`src/rtl/tl_pkg.sv`:
```
// Shared traffic-light definitions: debounce state encoding and light codes
// used by the light FSM and the sensor conditioner.
package tl_pkg;

  typedef enum logic [1:0] {
    S_IDLE = 2'd0,
    S_RISE = 2'd1,
    S_HELD = 2'd2,
    S_FALL = 2'd3
  } deb_state_t;

  // Light codes as {GRN, YLW, RED}.
  localparam logic [2:0] LIGHT_GRN = 3'b100;
  localparam logic [2:0] LIGHT_YLW = 3'b010;
  localparam logic [2:0] LIGHT_RED = 3'b001;

  function automatic logic is_one_hot(input logic [2:0] lights);
    return (lights == LIGHT_GRN) || (lights == LIGHT_YLW) || (lights == LIGHT_RED);
  endfunction

endpackage

```
`src/rtl/car_sensor_conditioner_if.sv`:
```
// Bundle between the sensor conditioner and the light FSM: raw loop input,
// light acknowledge levels, and the conditioned request/count/fault outputs.
interface car_sensor_conditioner_if #(
  parameter int CNT_W = 4
);
  logic             sns_raw;
  logic             grn;
  logic             ylw;
  logic             red;
  logic             car;
  logic [CNT_W-1:0] car_cnt;
  logic             fault;

  modport master (
    output sns_raw, grn, ylw, red,
    input  car, car_cnt, fault
  );

  modport slave (
    input  sns_raw, grn, ylw, red,
    output car, car_cnt, fault
  );
endinterface

```
`src/rtl/car_sensor_conditioner_sync2.sv`:
```
// Two-flop synchroniser for a single asynchronous level input; also meant for
// the pedestrian button.
module sync2 (
  input  logic clk,
  input  logic rst,
  input  logic d,
  output logic q
);

  logic meta;

  always_ff @(posedge clk or posedge rst) begin
    if (rst) begin
      meta <= 1'b0;
      q    <= 1'b0;
    end else begin
      meta <= d;
      q    <= meta;
    end
  end

endmodule

```
`src/rtl/car_sensor_conditioner.sv`:
```
// Conditions the side-road vehicle loop: synchronise, debounce, count vehicles
// arriving under main-road green, and hold CAR until the controller leaves GRN.
module car_sensor_conditioner
  import tl_pkg::*;
#(
  parameter int DEB_ON  = 3,
  parameter int DEB_OFF = 2,
  parameter int CNT_W   = 4
) (
  input logic                      clk,
  input logic                      rst,
  car_sensor_conditioner_if.slave  bus
);

  localparam int DEB_MAX = (DEB_ON > DEB_OFF) ? DEB_ON : DEB_OFF;
  localparam int DEB_W   = (DEB_MAX < 2) ? 1 : $clog2(DEB_MAX);
  localparam logic [DEB_W-1:0] ON_LAST  = DEB_W'(DEB_ON - 1);
  localparam logic [DEB_W-1:0] OFF_LAST = DEB_W'(DEB_OFF - 1);
  localparam logic [CNT_W-1:0] CNT_MAX  = '1;

  logic             sns_s;
  deb_state_t       state_q, state_d;
  logic [DEB_W-1:0] deb_cnt_q, deb_cnt_d;
  logic             arrive_q, arrive_d;
  logic             grn_q;
  logic             bad_q;
  logic             fault_q, fault_d;
  logic [CNT_W-1:0] cnt_q, cnt_d;
  logic             car_q, car_d;
  logic             ack;
  logic             bad;

  sync2 u_sync (
    .clk (clk),
    .rst (rst),
    .d   (bus.sns_raw),
    .q   (sns_s)
  );

  always_ff @(posedge clk or posedge rst) begin
    if (rst) begin
      state_q   <= S_IDLE;
      deb_cnt_q <= '0;
      arrive_q  <= 1'b0;
      grn_q     <= 1'b0;
      bad_q     <= 1'b0;
      fault_q   <= 1'b0;
      cnt_q     <= '0;
      car_q     <= 1'b0;
    end else begin
      state_q   <= state_d;
      deb_cnt_q <= deb_cnt_d;
      arrive_q  <= arrive_d;
      grn_q     <= bus.grn;
      bad_q     <= bad;
      fault_q   <= fault_d;
      cnt_q     <= cnt_d;
      car_q     <= car_d;
    end
  end

  // Debounce: deb_cnt counts qualifying cycles already seen in RISE/FALL;
  // a glitch back to high during FALL re-enters HELD without a new arrival.
  always_comb begin
    state_d   = state_q;
    deb_cnt_d = deb_cnt_q;
    arrive_d  = 1'b0;
    case (state_q)
      S_IDLE: begin
        if (sns_s) begin
          if (DEB_ON == 1) begin
            state_d  = S_HELD;
            arrive_d = 1'b1;
          end else begin
            state_d   = S_RISE;
            deb_cnt_d = DEB_W'(1);
          end
        end
      end
      S_RISE: begin
        if (!sns_s) begin
          state_d = S_IDLE;
        end else if (deb_cnt_q == ON_LAST) begin
          state_d  = S_HELD;
          arrive_d = 1'b1;
        end else begin
          deb_cnt_d = deb_cnt_q + DEB_W'(1);
        end
      end
      S_HELD: begin
        if (!sns_s) begin
          if (DEB_OFF == 1) begin
            state_d = S_IDLE;
          end else begin
            state_d   = S_FALL;
            deb_cnt_d = DEB_W'(1);
          end
        end
      end
      S_FALL: begin
        if (sns_s) begin
          state_d = S_HELD;
        end else if (deb_cnt_q == OFF_LAST) begin
          state_d = S_IDLE;
        end else begin
          deb_cnt_d = deb_cnt_q + DEB_W'(1);
        end
      end
      default: state_d = S_IDLE;
    endcase
  end

  assign ack     = grn_q & ~bus.grn;
  assign bad     = ~is_one_hot({bus.grn, bus.ylw, bus.red});
  assign fault_d = fault_q | (bad & bad_q);

  // Ack wins over a same-cycle arrival: that vehicle is served by the phase
  // the controller is entering. A latched fault freezes the count.
  always_comb begin
    cnt_d = cnt_q;
    if (!fault_q) begin
      if (ack) begin
        cnt_d = '0;
      end else if (arrive_q && bus.grn && (cnt_q != CNT_MAX)) begin
        cnt_d = cnt_q + CNT_W'(1);
      end
    end
    car_d = (cnt_d != '0) & ~fault_d;
  end

  assign bus.car     = car_q;
  assign bus.car_cnt = cnt_q;
  assign bus.fault   = fault_q;

endmodule

```
`src/flat_wrapper.sv`:
```
// flat-port wrapper written by rule: the top's interface ports become plain ports
module car_sensor_conditioner_flat import tl_pkg::*;
#(
  parameter int DEB_ON  = 3,
  parameter int DEB_OFF = 2,
  parameter int CNT_W   = 4
)
  (clk, rst, bus_sns_raw, bus_grn, bus_ylw, bus_red, bus_car, bus_car_cnt, bus_fault);
  car_sensor_conditioner_if #(.CNT_W(CNT_W)) bus_i ();
  input logic clk;
  input logic rst;
  input wire logic [$bits(bus_i.sns_raw)-1:0] bus_sns_raw;
  input wire logic [$bits(bus_i.grn)-1:0] bus_grn;
  input wire logic [$bits(bus_i.ylw)-1:0] bus_ylw;
  input wire logic [$bits(bus_i.red)-1:0] bus_red;
  output wire logic [$bits(bus_i.car)-1:0] bus_car;
  output wire logic [$bits(bus_i.car_cnt)-1:0] bus_car_cnt;
  output wire logic [$bits(bus_i.fault)-1:0] bus_fault;
  assign bus_i.sns_raw = bus_sns_raw;
  assign bus_i.grn = bus_grn;
  assign bus_i.ylw = bus_ylw;
  assign bus_i.red = bus_red;
  assign bus_car = bus_i.car;
  assign bus_car_cnt = bus_i.car_cnt;
  assign bus_fault = bus_i.fault;
  car_sensor_conditioner #(.DEB_ON(DEB_ON), .DEB_OFF(DEB_OFF), .CNT_W(CNT_W)) u_core (.clk(clk), .rst(rst), .bus(bus_i));
endmodule
```
`config.mk`:
```
export PLATFORM = sky130hd
export DESIGN_NAME = car_sensor_conditioner_flat
export DESIGN_NICKNAME = d
export VERILOG_FILES = /design/src/rtl/tl_pkg.sv /design/src/rtl/car_sensor_conditioner_if.sv /design/src/rtl/car_sensor_conditioner_sync2.sv /design/src/rtl/car_sensor_conditioner.sv /design/src/flat_wrapper.sv
export SDC_FILE = /design/constraint.sdc
export NUM_CORES = 1
export LEC_CHECK = 0
export CAP_MARGIN = 20
export CORE_UTILIZATION = 40
export DETAILED_ROUTE_END_ITERATION = 10
export HOLD_SLACK_MARGIN = 0.1
export PLACE_DENSITY = 0.64
export SLEW_MARGIN = 20
export SYNTH_ARGS = -nofsm -noshare
export SYNTH_HDL_FRONTEND = slang
export SYNTH_SLANG_ARGS = --single-unit
```
`constraint.sdc`:
```
create_clock -name clk -period 1.5 [get_ports clk]
set_input_delay 0.375 -clock clk [delete_from_list [all_inputs] [get_ports clk]]
set_output_delay 0.375 -clock clk [all_outputs]
set_load 0.03 [all_outputs]
```
Word level (Yosys, flattened, before mapping)
Index checks and enable logic that the tools add are counted.
{"block": "word_totals", "output_inout_bits": 6, "in_bits": 6, "regBits": 15}
{"block": "op_classes", "n_eq_ne": 17, "mux": 19, "n_bitwise": 7, "add_sub_neg": 2, "n_reduce_logical": 8}
{"operator": "$mux 2", "n": 11}
{"operator": "$pmux 2 s4", "n": 2}
{"operator": "$mux 4", "n": 3}
{"operator": "$ne 2x2->1 const B", "n": 6}
{"operator": "$eq 2x2->1 const B", "n": 3}
{"operator": "$ne 3x2->1 const B", "n": 2}
{"operator": "$reduce_and 6->1", "n": 1}
{"operator": "$add 4x1->4 const B", "n": 1}
{"operator": "$eq 2x1->1 const B", "n": 2}
{"operator": "$ne 4x4->1 const B", "n": 1}
{"operator": "$reduce_and 4->1", "n": 1}
{"operator": "$reduce_bool 4->1", "n": 1}
{"operator": "$and 1x1->1", "n": 3}
{"operator": "$eq 3x1->1 const B", "n": 1}
{"operator": "$eq 3x2->1 const B", "n": 1}
{"operator": "$eq 3x3->1 const B", "n": 1}
{"operator": "$mux 1", "n": 3}
{"operator": "$not 1->1", "n": 3}
{"operator": "$add 2x1->2 const B", "n": 1}
{"operator": "$logic_and 1x1->1", "n": 2}
{"operator": "$logic_not 2->1", "n": 1}
{"operator": "$logic_or 1x1->1", "n": 2}
{"operator": "$or 1x1->1", "n": 1}

Depth between registers and ports, before layout
Gate-level depths: netlist (run 1).
{"block": "depth", "depth_word": 8, "depth_mapped": 6}

Cells and area by module
Synthesis (run 1) repeated with hierarchy kept, for this count alone.
{"block": "hier_totals", "hier_cells": 60, "area_unflattened_um2": 678.2}
{"mod": "car_sensor_conditioner", "cells_per_inst": 57, "area_each_um2": 624.3, "instances": 1, "seq_area_each_um2": 325.3}
{"mod": "sync2", "cells_per_inst": 3, "area_each_um2": 53.8, "instances": 1, "seq_area_each_um2": 50.0}

Least setup slack after synthesis (run 1)
No wires, ideal clock.
{"block": "synth_timing", "kind": "register to register", "from": "register u_core.cnt_q[1], in the netlist u_core.bus.car_cnt[1]", "to": "register u_core.car_q, in the netlist u_core.bus.car", "t_required_ns": 1.368, "path_slack_ns": -0.067, "arrival_time_ns": 1.434, "stages_incl_launch_ff": 6, "cell_sequence": "dfrtp_1 -> ha_1 -> nand3_1 -> and3_2 -> a221oi_2 -> o22ai_2"}
{"block": "synth_between", "elab_chain_len": 7, "elab_cells_between_ends": 8}
{"element": "start, declared", "line_no": "car_sensor_conditioner.sv:28", "source": "logic [CNT_W-1:0] cnt_q, cnt_d;"}
{"element": "start signal, assigned", "line_no": "car_sensor_conditioner.sv:57", "source": "cnt_q <= cnt_d;"}
{"element": "parallel branches: the longest is 4 deep, another holds $add 4x1->4"}
{"element": "$mux 4 (*)", "line_no": "car_sensor_conditioner.sv:121", "source": "if (!fault_q) begin"}
{"element": "$reduce_bool 4->1 (*)", "line_no": "car_sensor_conditioner.sv:128", "source": "car_d = (cnt_d != '0) & ~fault_d;"}
{"element": "$and 1x1->1 (*)", "line_no": "car_sensor_conditioner.sv:128"}
{"element": "via u_core.car_d", "line_no": "car_sensor_conditioner.sv:29", "source": "logic car_q, car_d;"}
{"element": "end signal, assigned", "line_no": "car_sensor_conditioner.sv:58", "source": "car_q <= car_d;"}
{"element": "end, declared", "line_no": "car_sensor_conditioner.sv:29"}
Mark *: on every way through the listed nets, which the timed path passes.
A chain may end at the register's enable or synchronous reset.

Worst setup path in the final report (run 1)
{"block": "layout_timing", "from": "register u_core.fault_q, in the netlist u_core.bus.fault", "to": "output bus_fault"}
{"element": "start, declared", "line_no": "car_sensor_conditioner.sv:27", "source": "logic fault_q, fault_d;"}
{"element": "start signal, assigned", "line_no": "car_sensor_conditioner.sv:56", "source": "fault_q <= fault_d;"}
{"element": "end, declared", "line_no": "flat_wrapper.sv:18", "source": "output wire logic [$bits(bus_i.fault)-1:0] bus_fault;"}
No word-level cell between the ends.

==> flow_summary.ini, run 1 <==
[route]
viasPerCell = 5.28
initialDrtViolationCount = 2
wl_microns = 1220
ant_nets = 0
drc = 0
vias = 528
avgRoutedWirePerCell_microns = 12.2
dr.pass1.iters = 3

[floorplan]
die_w_microns = 44.0
row_count = 14
core_sq_um = 1580
ios = 12
start_util_pct = 44.8
die_h_microns = 44.0
dieArea_sq_um = 1940

[pwr]
power.density_nw_per_um2 = 1030
power_leakage_uw = 0.000469
power.total_uw = 977
vdd.ir_drop.worst_mv = 0.810

[global_routing]
antenna_found_initial = 0
grt_pass1_wl_microns = 2140
grt_pass1_vias = 522
gr-usage-met3_pct = 2.45
grt_overflow = 0
busiest_layer = met2
gr-usage-met1_pct = 19.9
grt_start_max_net_pins = 16
track_usage_pct = 15.4
use_met2_pct = 23.5

[yosys]
synth-edff-count = 0
ys_ff_latch = 15
ys.flop_type = dfrtp_1
synth.most_common_cell = dfrtp_1
ys_warn_count = 0
synth_top_cell_by_area = dfrtp_1
netlist_top_cells_count = dfrtp_1, inv_1
synth_sequential_area_ratio_pct = 53.1
synth_cells = 61
netlist_area_sq_um = 707
synth_cell_type_count = 29
yosysTopAreaCellShare_pct = 53.1
yosys-top-cells-area = dfrtp_1, ha_1, a211o_1
synth.avg_cell_area_sq_um = 11.6
syn-num-nets = 70
synthArstFlopShare_pct = 100

[critical_path]
startpoint_type = flip-flop
slowest_stage = dfrtp_2
reg2reg_slack_ps = 70
path_cells = clkdlybuf4s15_1
critPathRequiredTime_ps = 1120
crit_family = flip-flops
r2r_cells = 5
endpoint = bus_fault
cpPeakStageDelay_ps = 450
r2r_start = u_core.bus.car_cnt[0]
endpoint_kind = output pin
worstPathArrival_ps = 1080
crit_cells = 1
path_max_fanout = 6
crit_type = reg2out
r2r_end = u_core.bus.car
cp.buffers_inverters = 1
startpoint = u_core.bus.fault

[run_status]
status = completed

[timing]
slew_headroom_pct = 80.2
setup_viol = 0
hold_viol_final = 0
fmax_ghz = 0.686
post-route-min-period_ps = 1460
layout_worst_path_cycle_share_pct = 97.2
fin_worst_skew_ps = 2.99
tns_ps = 0
rsz0062_at_grt = no
timing_worst_slew_pin_value_ps = 298
fin_ws_ps = 41.8
maxSlewViolCount = 0

[cells_and_area]
syn2layout_area_growth_pct = 33.8
n_antenna_cell = 0
final_nets = 94
largest_reg_flops = 4
fill_cells = 138
stdcell_count = 100
post_route_cells_drive_above_1_share_pct = 33.3
final_area_sq_um = 946

[cts]
cts.htree.levels = 1
numCtsBuffers = 3
clock_latency_ps = 290
cts_tree = done
clk_pin_slew_ps = 90
cts.path.max_buffers = 2
cts-root-buf = clkbuf_4
clock_sinks = 15

[placed_design]
dpl_cell_area_sq_um = 896
place_ws_ps = -362
hpwl_microns = 886
io_buffers = 11
routabilityCongestion = 0.719
dp_cells = 95

[flow_run]
cap_violations = 0

[min_path]
hold_class = reg2reg
==> power by group <==
group	switching [uW]	total, uW	internal [uW]
Clock	136	235	99.2
Sequential	58.6	516	457
Combinational	107	226	119
Total	302	977	675
==> worst min path at each step <==
stage	startpoint	endpoint	slack [ps]	depth (start not counted)
3_5_place_dp	u_core.u_sync.meta	u_core.u_sync.q	330	0
6_report	u_core.u_sync.meta	u_core.u_sync.q	350	0
5_1_grt	u_core.u_sync.meta	u_core.u_sync.q	380	0
4_1_cts	u_core.u_sync.meta	u_core.u_sync.q	360	0
2_1_floorplan	rst	asynchronous set/reset pin	280	1
3_3_place_gp	u_core.u_sync.meta	u_core.u_sync.q	340	0
==> what timing repair did <==
| action | CTS | global route |
|---|---|---|
| pin swaps | 2 | 1 |
| hold buffers | 0 | 0 |
| setup buffers | 0 | 1 |
| gates resized for setup | 8 | 9 |
| setup endpoints to repair | 7 | 6 |
==> cells in the final DEF (no fill, tap or decap), types with 2 or more instances in the layout <==
cell	Yosys	layout
clkbuf_4	0	3
clkdlybuf4s15_1	0	3
inv_1	4	3
nor2_1	3	3
buf_4	0	9
clkdlybuf4s50_1	0	4
o21ai_0	3	3
a21oi_1	3	3
dlygate4sd2_1	0	4
ha_2	0	2
dfrtp_1	15	11
nand2_1	3	3
nand3_1	3	2
a211o_1	2	2
dfrtp_2	0	4
nand4b_1	2	2
==> layer usage <==
metal | vias to the layer above | share of wire [%] | wire length [microns]
li1 | 267 | - | -
met1 | 243 | 52 | 631
met2 | 13 | 41 | 503
met3 | 5 | 3.8 | 46
met4 | 0 | 3.3 | 40
met5 | - | 0 | 0
==> cell families after synthesis <==
logic type                 share of synthesized area [%]
buffers and inverters                               2.83
xor gates and xnor gates                            2.48
muxes                                               3.01
and+or+nand+nor                                     16.6
adders and majority gates                           5.31
DFF                                                 53.1
AOI/OAI and AO/OA                                   16.6
==> cell type report <==
| class | count | area [sq um] | area share (%) |
|---|---|---|---|
| Multi-Input combinational cell | 41 | 330 | 34.9 |
| Clock buffer | 3 | 22.5 | 2.38 |
| Timing Repair Buffer | 20 | 173 | 18.3 |
| Inverter | 4 | 15.0 | 1.59 |
| Sequential cell | 15 | 380 | 40.2 |
| Tap cell | 16 | 20.0 | 2.12 |
| Clock inverter | 1 | 5.00 | 0.529 |
==> metrics by stage <==
stage / utilization (%) / hold slack, ps
finish: 60.0 / 354
global placement: 56.8 / 335
CTS: 58.1 / 356
floorplan: - / 276
global route: 60.0 / 376
detailed placement: 56.8 / 335
(Power assumes the default switching activity.)
==> run 2, diff against run 1 <==
--- a/config.mk
+++ b/config.mk
@@ -5,7 +5,7 @@
 export SDC_FILE = /design/constraint.sdc
 export NUM_CORES = 1
 export LEC_CHECK = 0
-export CAP_MARGIN = 20
+export CAP_MARGIN = 25
 export CORE_UTILIZATION = 40
 export DETAILED_ROUTE_END_ITERATION = 10
 export HOLD_SLACK_MARGIN = 0.1
==> results of run 2 <==
Same layout as run 1: the final DEF is identical, and so are final timing and power.
